--- config.mk ---
export PLATFORM = sky130hd
export DESIGN_NAME = coherency_config_arbiter
export DESIGN_NICKNAME = d
export VERILOG_FILES = /design/src/rtl/coherency_ctrl_pkg.sv /design/src/rtl/coherency_rr_arbiter.sv /design/src/rtl/coherency_config_arbiter.sv
export SDC_FILE = /design/constraint.sdc
export NUM_CORES = 1
export LEC_CHECK = 0
export ABC_AREA = 1
export ABC_CLOCK_PERIOD_IN_PS = 3400
export BUFFER_PORTS_ARGS = -buffer_cell sky130_fd_sc_hd__buf_2
export CAP_MARGIN = 40
export CORE_ASPECT_RATIO = 1.4
export CORE_MARGIN = 2
export CORE_UTILIZATION = 52
export DETAILED_ROUTE_END_ITERATION = 10
export GPL_ROUTABILITY_DRIVEN = 0
export PLACE_DENSITY = 0.79
export SYNTH_ARGS = -nofsm -noshare
export SYNTH_HDL_FRONTEND = slang
export SYNTH_SLANG_ARGS = --single-unit
--- constraint.sdc ---
create_clock -name clk -period 3.4 [get_ports clk]
set_input_delay 0.68 -clock clk [delete_from_list [all_inputs] [get_ports clk]]
set_output_delay 0.68 -clock clk [all_outputs]
set_load 0.05 [all_outputs]
--- src/rtl/coherency_ctrl_pkg.sv ---
// rtl/coherency_ctrl_pkg.sv - shared address/size types, FSM states and chunk-size helper
package coherency_ctrl_pkg;

  localparam int ADDR_W = 32;
  localparam int SIZE_W = 16;

  typedef logic [ADDR_W-1:0] addr_t;
  typedef logic [SIZE_W-1:0] size_t;

  typedef enum logic [1:0] {
    IDLE  = 2'd0,
    ISSUE = 2'd1,
    RESP  = 2'd2
  } arb_state_e;

  function automatic size_t chunk_min(input size_t remaining, input size_t max_chunk);
    return (remaining > max_chunk) ? max_chunk : remaining;
  endfunction

endpackage

--- src/rtl/coherency_rr_arbiter.sv ---
// rtl/coherency_rr_arbiter.sv - round-robin grant starting at rr_ptr, plus the rr_ptr register
module coherency_rr_arbiter #(
  parameter int NUM_REQ = 4,
  localparam int IW = $clog2(NUM_REQ)
) (
  input  logic               clk,
  input  logic               rst,
  input  logic [NUM_REQ-1:0] req,
  input  logic               en,
  input  logic               ptr_adv,
  input  logic [IW-1:0]      ptr_adv_idx,
  output logic               gnt_valid,
  output logic [NUM_REQ-1:0] gnt,
  output logic [IW-1:0]      gnt_idx
);

  logic [IW-1:0] rr_ptr_q, rr_ptr_d;
  logic [IW-1:0] cand;

  always_comb begin
    gnt_valid = 1'b0;
    gnt       = '0;
    gnt_idx   = '0;
    cand      = '0;
    for (int i = 0; i < NUM_REQ; i++) begin
      cand = IW'((32'(rr_ptr_q) + 32'(i)) % NUM_REQ);
      if (en && !gnt_valid && req[cand]) begin
        gnt_valid  = 1'b1;
        gnt[cand]  = 1'b1;
        gnt_idx    = cand;
      end
    end
  end

  always_comb begin
    rr_ptr_d = rr_ptr_q;
    if (ptr_adv) begin
      rr_ptr_d = (ptr_adv_idx == IW'(NUM_REQ-1)) ? '0 : ptr_adv_idx + 1'b1;
    end
  end

  always_ff @(posedge clk) begin
    if (rst) begin
      rr_ptr_q <= '0;
    end else begin
      rr_ptr_q <= rr_ptr_d;
    end
  end

endmodule

--- src/rtl/coherency_config_arbiter.sv ---
// rtl/coherency_config_arbiter.sv - round-robin coherency-config master, splits requests into chunks
// Optional ack-timeout flag enabled by COH_CFG_ARB_TIMEOUT_EN.
module coherency_config_arbiter
  import coherency_ctrl_pkg::*;
#(
  parameter int NUM_REQ        = 4,
  parameter int MAX_CHUNK      = 16,
  parameter int LINE_BYTES     = 64,
  parameter int TIMEOUT_CYCLES = 1024
) (
  input  logic                clk,
  input  logic                rst,
  input  logic [NUM_REQ-1:0]  req_valid,
  input  addr_t [NUM_REQ-1:0] req_base_addr,
  input  size_t [NUM_REQ-1:0] req_size,
  output logic [NUM_REQ-1:0]  req_ack,
  output logic                cfg_valid,
  output addr_t               cfg_base_addr,
  output size_t               cfg_size,
  input  logic                cfg_ack,
  output logic                cfg_timeout_err
);

  localparam int    IW          = $clog2(NUM_REQ);
  localparam int    LB_SH       = $clog2(LINE_BYTES);
  localparam size_t MAX_CHUNK_S = size_t'(MAX_CHUNK);

  if (MAX_CHUNK < 1 || MAX_CHUNK >= (1 << SIZE_W) || TIMEOUT_CYCLES < 1) begin : g_param_chk
    $error("coherency_config_arbiter: size_t cannot hold MAX_CHUNK or bad TIMEOUT_CYCLES");
  end

  arb_state_e         state_q, state_d;
  logic [NUM_REQ-1:0] gnt_q, gnt_d;
  logic [IW-1:0]      gidx_q, gidx_d;
  addr_t              cur_base_q, cur_base_d;
  size_t              remaining_q, remaining_d;
  logic               cfg_valid_q, cfg_valid_d;
  addr_t              cfg_base_q, cfg_base_d;
  size_t              cfg_size_q, cfg_size_d;
  logic [NUM_REQ-1:0] req_ack_q, req_ack_d;

  logic               gnt_valid;
  logic [NUM_REQ-1:0] gnt;
  logic [IW-1:0]      gnt_idx;
  logic               ptr_adv;

  coherency_rr_arbiter #(.NUM_REQ(NUM_REQ)) u_rr (
    .clk        (clk),
    .rst        (rst),
    .req        (req_valid),
    .en         (state_q == IDLE),
    .ptr_adv    (ptr_adv),
    .ptr_adv_idx(gidx_q),
    .gnt_valid  (gnt_valid),
    .gnt        (gnt),
    .gnt_idx    (gnt_idx)
  );

  always_comb begin
    state_d     = state_q;
    gnt_d       = gnt_q;
    gidx_d      = gidx_q;
    cur_base_d  = cur_base_q;
    remaining_d = remaining_q;
    cfg_valid_d = cfg_valid_q;
    cfg_base_d  = cfg_base_q;
    cfg_size_d  = cfg_size_q;
    req_ack_d   = '0;
    ptr_adv     = 1'b0;
    case (state_q)
      IDLE: begin
        if (gnt_valid) begin
          gnt_d       = gnt;
          gidx_d      = gnt_idx;
          cur_base_d  = req_base_addr[gnt_idx];
          remaining_d = req_size[gnt_idx];
          if (req_size[gnt_idx] == '0) begin
            state_d = RESP;
          end else begin
            state_d     = ISSUE;
            cfg_valid_d = 1'b1;
            cfg_base_d  = req_base_addr[gnt_idx];
            cfg_size_d  = chunk_min(req_size[gnt_idx], MAX_CHUNK_S);
          end
        end
      end
      ISSUE: begin
        if (cfg_valid_q) begin
          if (cfg_ack) begin
            remaining_d = remaining_q - cfg_size_q;
            cur_base_d  = cur_base_q + (addr_t'(cfg_size_q) << LB_SH);
            cfg_valid_d = 1'b0;
            if (remaining_d == '0) begin
              state_d   = RESP;
              req_ack_d = gnt_q;
            end
          end
        end else begin
          cfg_valid_d = 1'b1;
          cfg_base_d  = cur_base_q;
          cfg_size_d  = chunk_min(remaining_q, MAX_CHUNK_S);
        end
      end
      RESP: begin
        // Zero-length requests arrive without a registered ack, so they spend one extra cycle here.
        if (req_ack_q != '0) begin
          ptr_adv = 1'b1;
          state_d = IDLE;
        end else begin
          req_ack_d = gnt_q;
        end
      end
      default: state_d = IDLE;
    endcase
  end

  always_ff @(posedge clk) begin
    if (rst) begin
      state_q     <= IDLE;
      gnt_q       <= '0;
      gidx_q      <= '0;
      cur_base_q  <= '0;
      remaining_q <= '0;
      cfg_valid_q <= 1'b0;
      cfg_base_q  <= '0;
      cfg_size_q  <= '0;
      req_ack_q   <= '0;
    end else begin
      state_q     <= state_d;
      gnt_q       <= gnt_d;
      gidx_q      <= gidx_d;
      cur_base_q  <= cur_base_d;
      remaining_q <= remaining_d;
      cfg_valid_q <= cfg_valid_d;
      cfg_base_q  <= cfg_base_d;
      cfg_size_q  <= cfg_size_d;
      req_ack_q   <= req_ack_d;
    end
  end

  assign req_ack       = req_ack_q;
  assign cfg_valid     = cfg_valid_q;
  assign cfg_base_addr = cfg_base_q;
  assign cfg_size      = cfg_size_q;

`ifdef COH_CFG_ARB_TIMEOUT_EN
  localparam int TW = $clog2(TIMEOUT_CYCLES + 1);
  logic [TW-1:0] to_cnt_q, to_cnt_d;
  logic          to_err_q, to_err_d;

  always_comb begin
    to_cnt_d = to_cnt_q;
    to_err_d = to_err_q;
    if (cfg_valid_q && cfg_ack) begin
      to_cnt_d = '0;
    end else if (cfg_valid_q && (to_cnt_q != TW'(TIMEOUT_CYCLES))) begin
      to_cnt_d = to_cnt_q + 1'b1;
    end
    if (to_cnt_d == TW'(TIMEOUT_CYCLES)) begin
      to_err_d = 1'b1;
    end
  end

  always_ff @(posedge clk) begin
    if (rst) begin
      to_cnt_q <= '0;
      to_err_q <= 1'b0;
    end else begin
      to_cnt_q <= to_cnt_d;
      to_err_q <= to_err_d;
    end
  end

  assign cfg_timeout_err = to_err_q;
`else
  assign cfg_timeout_err = 1'b0;
`endif

endmodule

==> results.md <==
- Routed WL per cell: 14.4 um
- Yosys reg bits: 111
- Largest net degree at the start of global routing: 86
- Number of global-route vias before repair: 9387
- First-pass GRT wire length: 44200 um
- IO Pins: 253
- Max Cap Viol: 0
- Final Net Count: 1955
- Async set-reset flop share out of synthesis: 0
- Arrival @ worst endpoint: 3.36 ns
- Filler instances: 1681
- # clock sinks: 111
- GRT overflow: 0
- Sequential share of the synthesized area: 0.244
- Floorplan row count: 57
- F_max: 0.323 GHz
- Residual DRC: 0
- Synth Cell Area: 0.00912 mm2
- CTS H-tree lvls: 3
- Mapped Nets: 1742
- Synth Area per Inst: 6.08 um2
- Fin crit period: 3.10 ns
- Post-Place Worst Slack: 0.0918 ns
- Final worst-path setup slack: 0.304 ns
- Least-Margin Pin Slew: 0.804 ns
- Slew headroom: 0.464
- Initial core utilization: 0.528
- Post-DP HPWL: 21000 um
- Element type at the critical path start: flip-flop
- Root Buffer: clkbuf_16
- Min-Delay Path Class: flip-flop to flip-flop
- Hold_buf cts: 0
- CTS Buf Count: 9
- Fin crit share: 0.911
- Yosys warning count: 0
- Critical path endpoint category: flip-flop
- Clk pin slew, worst setup/hold paths: 0.08 ns
- Die Y: 161 um
- Area grow syn2layout: 20.2%
- Via/cell ratio: 5.34
- Final setup skew: 0.0101 ns
- Placed cell count: 1935
- Crit path kind: flip-flop to flip-flop
- Area of the multi-input gates: 0.00563 mm2
- Clock Path Buffers: 2
- Ys flop type: dfxtp_1
- Remaining antenna violation count: 0
- Sequential Area: 0.00222 mm2
- Pwr Total: 11.0 mW
- Max Slew Vio Count: 0
- Worst skew pair latency: 0.36 ns
- Final Hold Fails: 0
- DRT Wirelength: 28100 um
- Core outline area: 0.0173 mm2
- Initial antenna violation count: 2
- LEAKAGE: 5.90 nW
- I/O Buffers: 251
- Cell Pwr Density: 1000 mW/mm2
- Cell Count, Final, Fillers Out: 1956
- Status: finished, final reports clean
- Crit-path max FO: 85
- Yosys cell types: 46
- Routed vias: 10400
- Die area: 0.0186 mm2
- CTS tree: yes
- EDFF count, synth: 0
- Utilization after layout: 0.635
- Total track usage: 0.290
- 1st-pass router iterations: 5
- Peak supply drop: 0.000493 V
- WP data required: 3.66 ns
- Chip Width: 116 um
- Endpoints failing setup: 0
- Post-Syn Instances: 1501
- Initial DRC count: 585
- Share of cells above drive strength 1: 0.200
==> cell usage after synthesis (all sizes together), types with 16 or more instances <==
cell type / instances / area share
o211ai: 20 / 0.016
mux2i: 19 / 0.021
a21oi: 95 / 0.052
clkbuf: 47 / 0.019
buf: 31 / 0.021
nand2: 352 / 0.15
nand4: 43 / 0.029
nor3: 21 / 0.012
ha: 40 / 0.055
nor2: 136 / 0.058
dfxtp: 111 / 0.24
inv: 256 / 0.11
or2: 16 / 0.011
nand3: 87 / 0.053
o22ai: 35 / 0.024
o21ai: 115 / 0.063
==> metrics by stage <==
step	TNS [ns]	hold slack, ns	cell area, um2
finish	0	0.438	11000
floorplan	0	0.417	9120
detailed placement	0	0.429	10600
global placement	0	0.428	10600
CTS	0	0.441	10900
global route	-0.0194	0.466	11000
==> metal layers <==
| metal | wire [um] | up-vias | GRT usage |
|---|---|---|---|
| met5 | 13 | - | 0 |
| met4 | 910 | 2 | 0.113 |
| met3 | 2230 | 59 | 0.0400 |
| met2 | 13800 | 456 | 0.515 |
| met1 | 11200 | 4596 | 0.350 |
| li1 | - | 5326 | - |
==> layout make-up <==
type / instances / area share
multi-input cells: 1056 / 0.513
flip-flops and latches: 111 / 0.203
repair buffers: 279 / 0.141
inverters: 257 / 0.0880
well taps: 236 / 0.0269
clock buffers: 9 / 0.0205
clock inverters: 7 / 0.00708
diodes: 1 / 0.000228
==> what timing repair did <==
item	4_1_cts	5_1_grt
gates resized for setup	0	14
setup buffers	0	3
endpoints found under the setup margin	0	52
==> report_power, final <==
| part | switching (mW) | internal, mW | total, mW | leakage (nW) |
|---|---|---|---|---|
| logic | 5.11 | 2.54 | 7.65 | 4.84 |
| registers | 0.405 | 1.83 | 2.23 | 0.917 |
| clock network | 0.527 | 0.582 | 1.11 | 0.147 |
| total | 6.05 | 4.95 | 11.0 | 5.90 |
==> path summary, 6_finish.rpt <==
kind                            slack (ns)           endpoint  depth (start not counted)              from
worst max-delay path                  0.30  cfg_base_addr[10]                         17  u_rr.rr_ptr_q[0]
worst min-delay path                  0.44         req_ack[2]                          2          gnt_q[2]
worst max register to register        0.30  cfg_base_addr[10]                         17  u_rr.rr_ptr_q[0]
worst min register to register        0.44         req_ack[2]                          2          gnt_q[2]
==> logic make-up after synthesis <==
logic type | synth area share
AOI/OAI and AO/OA | 0.194
xor gates and xnor gates | 0.0192
adders and majority gates | 0.0593
buffers and inverters | 0.146
DFF | 0.244
muxes | 0.0209
other | 0.000411
and+or+nand+nor | 0.317
==> state kept, by name, indices dropped and copies added (netlist names) <==
register / flops
u_rr.rr_ptr_q: 2
cfg_base_addr: 32
remaining_q: 16
cur_base_q: 32
gidx_q: 2
state_q: 2
req_ack: 4
cfg_size: 16
gnt_q: 4
cfg_valid: 1
==> layout by cell type (no fill, tap or decap), types with 19 or more instances in the layout <==
cell type  synthesis  layout
ha_1              40      38
nor2_1           132     131
buf_2             10     251
dfxtp_1          111     111
nand4_1           43      43
o21ai_0          114     114
nand3_1           81      80
mux2i_1           19      19
buf_4             10      20
a21oi_1           95      95
inv_1            251     249
nand2_1          343     343
nor3_1            21      21
o211ai_1          20      20
o22ai_1           35      35
==> critical path: stages (launching register included) <==
cell     delay (ns)
dfxtp_1        0.35
inv_2          0.05
ha_1           0.36
nand3_1        0.14
nand2_1        0.08
inv_2          0.08
nand3_4        0.10
nand2_1        0.12
inv_1          0.09
nand2_4        0.17
nand2_8        0.12
buf_12         0.20
o21ai_0        0.43
o22ai_1        0.22
mux2i_1        0.22
nand4_1        0.11
nand2_1        0.08
nor2_1         0.04
Note: power is estimated with default switching activity, not from simulation.
